[src/rtl/pwm_multi_ch.sv]
// Multi-channel PWM generator: shared prescaler and period timer, per-channel
// double-buffered duty with live polarity and enable, edge or centre aligned.

module pwm_lane #(
    parameter int WIDTH = 16
) (
    input  logic             clk,
    input  logic             rst,
    input  logic [WIDTH-1:0] tmr_i,
    input  logic [WIDTH-1:0] duty_i,
    input  logic             pol_i,
    input  logic             en_i,
    output logic             pwm_o
);
    logic pwm_q, pwm_d;

    // A disabled channel idles at its polarity level.
    assign pwm_d = en_i ? ((tmr_i < duty_i) ^ pol_i) : pol_i;

    always_ff @(posedge clk) begin
        if (rst) pwm_q <= 1'b0;
        else     pwm_q <= pwm_d;
    end

    assign pwm_o = pwm_q;
endmodule

module pwm_multi_ch #(
    parameter int WIDTH = 16,
    parameter int NCH   = 4,
    parameter int PSW   = 5
) (
    input  logic                 clk,
    input  logic                 rst,
    input  logic                 en_tmr,
    input  logic                 en_prescalar,
    input  logic [PSW-1:0]       prescale_value,
    input  logic [WIDTH-1:0]     pr_in,
    input  logic [NCH*WIDTH-1:0] duty_in,
    input  logic                 center_in,
    input  logic                 load,
    input  logic [NCH-1:0]       polarity,
    input  logic [NCH-1:0]       ch_en,
    output logic [NCH-1:0]       pwm_out,
    output logic [WIDTH-1:0]     tmr,
    output logic                 period_end,
    output logic                 load_pending
);
    typedef struct packed {
        logic [WIDTH-1:0]          pr;
        logic [NCH-1:0][WIDTH-1:0] duty;
        logic                      center;
    } cfg_t;

    cfg_t           act_q, act_d, sh_q, sh_d;
    logic [PSW-1:0] pcnt_q, pcnt_d;
    logic [WIDTH-1:0] tmr_q, tmr_d;
    logic           down_q, down_d;
    logic           pend_q, pend_d;
    logic           pe_q;
    logic           tick, boundary, xfer;

    always_comb begin
        tick   = 1'b0;
        pcnt_d = pcnt_q;
        if (!en_tmr) begin
            pcnt_d = '0;
        end else if (!en_prescalar) begin
            tick   = 1'b1;
            pcnt_d = '0;
        end else if (pcnt_q == prescale_value) begin
            tick   = 1'b1;
            pcnt_d = '0;
        end else begin
            pcnt_d = pcnt_q + 1'b1;
        end
    end

    always_comb begin
        tmr_d    = tmr_q;
        down_d   = down_q;
        boundary = 1'b0;
        if (tick) begin
            if (!act_q.center) begin
                if (tmr_q == act_q.pr) begin
                    tmr_d    = '0;
                    boundary = 1'b1;
                end else begin
                    tmr_d = tmr_q + 1'b1;
                end
            end else if (!down_q) begin
                // Peak: hold one extra tick so PR appears twice per period.
                if (tmr_q == act_q.pr) down_d = 1'b1;
                else                   tmr_d  = tmr_q + 1'b1;
            end else begin
                if (tmr_q == '0) begin
                    down_d   = 1'b0;
                    boundary = 1'b1;
                end else begin
                    tmr_d = tmr_q - 1'b1;
                end
            end
        end

        // A stopped timer has no boundary to wait for, so transfer at once.
        xfer   = pend_q && (boundary || !en_tmr);
        act_d  = act_q;
        sh_d   = sh_q;
        pend_d = pend_q;
        if (xfer) begin
            act_d  = sh_q;
            pend_d = 1'b0;
            tmr_d  = '0;
            down_d = 1'b0;
        end
        if (load) begin
            sh_d.pr     = pr_in;
            sh_d.duty   = duty_in;
            sh_d.center = center_in;
            pend_d      = 1'b1;
        end
    end

    always_ff @(posedge clk) begin
        if (rst) begin
            act_q  <= '0;
            sh_q   <= '0;
            pcnt_q <= '0;
            tmr_q  <= '0;
            down_q <= 1'b0;
            pend_q <= 1'b0;
            pe_q   <= 1'b0;
        end else begin
            act_q  <= act_d;
            sh_q   <= sh_d;
            pcnt_q <= pcnt_d;
            tmr_q  <= tmr_d;
            down_q <= down_d;
            pend_q <= pend_d;
            pe_q   <= boundary;
        end
    end

    for (genvar i = 0; i < NCH; i++) begin : g_ch
        pwm_lane #(.WIDTH(WIDTH)) u_lane (
            .clk    (clk),
            .rst    (rst),
            .tmr_i  (tmr_q),
            .duty_i (act_q.duty[i]),
            .pol_i  (polarity[i]),
            .en_i   (ch_en[i]),
            .pwm_o  (pwm_out[i])
        );
    end

    assign tmr          = tmr_q;
    assign period_end   = pe_q;
    assign load_pending = pend_q;
endmodule

[config.mk]
export PLATFORM = sky130hd
export DESIGN_NAME = pwm_multi_ch
export DESIGN_NICKNAME = d
export VERILOG_FILES = /design/src/rtl/pwm_multi_ch.sv
export SDC_FILE = /design/constraint.sdc
export NUM_CORES = 1
export LEC_CHECK = 0
export ABC_AREA = 1
export CAP_MARGIN = 20
export CORE_ASPECT_RATIO = 1.5
export CORE_MARGIN = 10
export CORE_UTILIZATION = 51
export CTS_CLUSTER_SIZE = 8
export DETAILED_ROUTE_END_ITERATION = 8
export GPL_ROUTABILITY_DRIVEN = 0
export PLACE_DENSITY = 0.77
export SYNTH_ARGS = -nofsm -noshare
export SYNTH_HDL_FRONTEND = slang
export SYNTH_SLANG_ARGS = --single-unit
[constraint.sdc]
create_clock -name clk -period 1.8 [get_ports clk]
set_input_delay 0.27 -clock clk [delete_from_list [all_inputs] [get_ports clk]]
set_output_delay 0.27 -clock clk [all_outputs]
set_load 0.05 [all_outputs]
==> out/metrics.csv <==
stage,metric,value,unit
logic_synthesis,Post-synth top cells,"nand2_1, a21oi_1, inv_1",
floorplan,die footprint,26100,um2
sta,Total Neg Setup Slack,-18.40,ns
logic_synthesis,"EDFF count, synth",0,
logic_synthesis,ranking of synthesized cells by area,"dfxtp_1, nand2_1, a21oi_1",
sta,clk_skew,0.0144,ns
global_routing,pin count of the biggest net entering global routing,96,
cts,Root Buffer,clkbuf_16,
drt,drt first-iter violations,893,
power_and_ir_drop,Clock power frac,0.350,
logic_synthesis,"Top FF cell, synth",dfxtp_1,
hold_path,hold path endpoint,sh_q[53],
cts,Clock Sinks,190,
place,placed insts,1907,
floorplan,I/O pin cnt,121,
drt,DR WL/cell,16.8,um
hold_path,Hold Path Class,input pin to flip-flop,
floorplan,Initial Util,0.515,
power_and_ir_drop,Power Total,11100,uW
power_and_ir_drop,Pleak,0.00619,uW
floorplan,Site Rows,63,
global_routing,first-pass GRT wire length,48400,um
critical_path,arrival time at the worst endpoint,2.43,ns
sta,Final Max Slew Viols,0,
drt,DRC viols,0,
critical_path,flop-to-flop setup slack,-0.25,ns
logic_synthesis,post-synthesis sequential area ratio,0.375,
finish,post-layout util,0.717,
critical_path,Worst Setup End Kind,flip-flop,
run,Max Cap Viol,0,
cts,"Clk pin slew, worst setup/hold paths",0.07,ns
floorplan,core area,19700,um2
drt,Pre-antenna DRT Iters,8,
hold_path,min-delay src,duty_in[52],
power_and_ir_drop,Int Power,7840,uW
sta,final hold violation count,0,
logic_synthesis,Syn Nets,1665,
critical_path,CP required,2.18,ns
logic_synthesis,post-synth top area share,0.375,
power_and_ir_drop,Sw Pwr,3300,uW
sta,setup ws final,-0.246,ns
sta,slew margin rel.,0.660,
power_and_ir_drop,sequential fraction of design power,0.415,
cts,CTS tree,yes,
sta,slew of the pin with the lowest slew margin,0.511,ns
power_and_ir_drop,Switching Share,0.297,
sta,highest clock rate,489,MHz
critical_path,r2r endpoint,act_q[26],
cts,CTS Hold Buffers Added,0,
sta,min cycle time layout,2.05,ns
drt,Detailed Route WL,33100,um
outcome,status,"complete, but fails checks",
critical_path,critical-path cell list,"inv_4, buf_6, nand2_2, nand2_1, nor2_1, nand2_1, nor2_4, nand2_4, nand2_4, nand3_4, nand2_8, buf_12, clkbuf_16, a21oi_1, nor2_1",
finish,Final Non-Filler Cells,1974,
power_and_ir_drop,maximum vdd ir drop,0.589,mV
cts,CTS buffer count,17,
finish,fin nets,1865,
logic_synthesis,post-synthesis cell count,1502,
power_and_ir_drop,power per cell area,788,nW/um2
logic_synthesis,#FFs+latches synth,190,
floorplan,Die Ht,193,um
critical_path,Crit path largest cell delay,0.36,ns
critical_path,Reg2Reg Depth,15,
outcome,violated checks,negative setup slack,
global_routing,overflow left after global routing,0,
sta,unrepaired setup endpoints after global routing,yes,
drt,routed vias/inst,5.50,
sta,final setup fails,101,
logic_synthesis,top-count cell post-synth,nand2_1,
finish,share of layout cells above drive strength 1,0.204,
critical_path,FF-to-FF Start,tmr[0],
cts,worst skew pair latency,0.45,ns
floorplan,Die W,135,um
finish,synth-to-layout area growth,39.2,%
drt,"antenna viol nets, final",0,
logic_synthesis,synthesized area,10200,um2
logic_synthesis,asr flop ratio synth,0,
global_routing,vias in the first global route,10200,
sta,crit share post-route,1.14,
logic_synthesis,Synth warnings,0,
finish,antenna cells,0,
cts,CTS H-tree depth,4,
hold_path,Hold Path Stages,3,
logic_synthesis,Mean Syn Cell Area,6.76,um2
finish,Filler cells,1457,
logic_synthesis,library cells used by synthesis,33,
global_routing,GRT Total Usage,0.230,
place,DP HPWL,20500,um
power_and_ir_drop,Comb pwr share,0.235,
critical_path,CP max FO,7,
cts,Clock Path Buffers,2,
critical_path,critical path class,flip-flop to flip-flop,
drt,routed via count,10900,
critical_path,Setup crit start kind,flip-flop,
global_routing,initial antenna violation count,0,
place,Buffers on Ports,120,
logic_synthesis,Yosys top cell by area,dfxtp_1,
critical_path,slowest CP cell,dfxtp_4,
flip-flops by register name (all words and copies together) (netlist names):
signal             flops
g_ch.u_lane.pwm_o      4
period_end             1
act_q                 81
load_pending           1
tmr                   16
sh_q                  81
down_q                 1
pcnt_q                 5
through the flow:
step	setup slack (ns)	instance area [um2]	hold WS, ns
finish	-0.246	14100	0.450
global route	-0.355	14100	0.450
CTS	-0.142	13300	0.437
detailed placement	-0.540	12200	0.448
global placement	-0.466	12200	0.444
floorplan	-0.0952	10300	0.339
layer usage:
layer,vias up,track usage,wire (um)
li1,5245,-,-
met4,0,0.146,2220
met5,-,0,0
met3,189,0.0440,2450
met1,4939,0.244,11900
met2,477,0.410,16500
critical path: cells and delay by family (launching register included):
kind            cells  cell delay (ns)
compound gates      1             0.07
simple gates       10             1.04
flops               1             0.36
buf+inv             4             0.48
kinds of logic after synthesis:
logic type,count (synthesis),synth area share
adders and majority gates,64,0.0788
DFF,190,0.375
AOI/OAI and AO/OA,319,0.160
xor gates and xnor gates,11,0.00949
and+or+nand+nor,623,0.257
buffers and inverters,295,0.120
worst max-delay path by stage:
stage | start | endpoint | slack [ns] | cells past startpoint
finish | tmr[0] | act_q[26] | -0.25 | 15
global route | tmr[0] | act_q[33] | -0.36 | 15
CTS | tmr[0] | act_q[27] | -0.14 | 15
detailed placement | prescale_value[0] | act_q[41] | -0.54 | 13
global placement | prescale_value[1] | act_q[67] | -0.47 | 13
floorplan | tmr[11] | act_q[17] | -0.1 | 15
cell usage in the layout (no fill, tap or decap), types with 4 or more instances in the layout:
cell type / n
nor2_2: 18
nand3_1: 116
o21ai_0: 99
buf_12: 14
inv_2: 8
a21oi_1: 163
nand2_8: 6
xor2_1: 9
nand3_2: 20
inv_1: 197
nand2_2: 10
a21oi_2: 35
dfxtp_4: 17
inv_4: 6
dfxtp_1: 169
buf_6: 17
nand2_1: 273
dlygate4sd2_1: 4
ha_1: 52
clkdlybuf4s50_1: 98
buf_4: 117
o21ai_1: 8
dfxtp_2: 4
clkbuf_16: 20
ha_4: 12
nor2_1: 142
nor2_4: 9
nor3_1: 5
buf_16: 9
nand4_1: 15
layout make-up:
type | count | area (um2) | area share
clock inverter | 12 | 158 | 0.0112
multi-input combinational | 1020 | 5820 | 0.412
inverter | 209 | 795 | 0.0562
clock buffer | 19 | 443 | 0.0313
sequential | 190 | 3870 | 0.274
timing repair buffer | 264 | 2720 | 0.192
tap | 260 | 325 | 0.0230
what timing repair did:
action                     in CTS  in global routing
pin swaps                       8                 71
buffers inserted                9                 15
resized for setup              49                150
cloned                         10                  5
setup endpoints to repair     102                104
power by group through the flow:
stage	Clock (uW)	Combinational (uW)	Sequential, uW
6_report	3900	2620	4630
5_1_grt	4090	2860	4650
4_1_cts	3920	2300	4610
3_5_place_dp	0	2080	4700
3_3_place_gp	0	2030	4690
2_1_floorplan	0	1310	4710
Power figures use the tool's default switching activity.
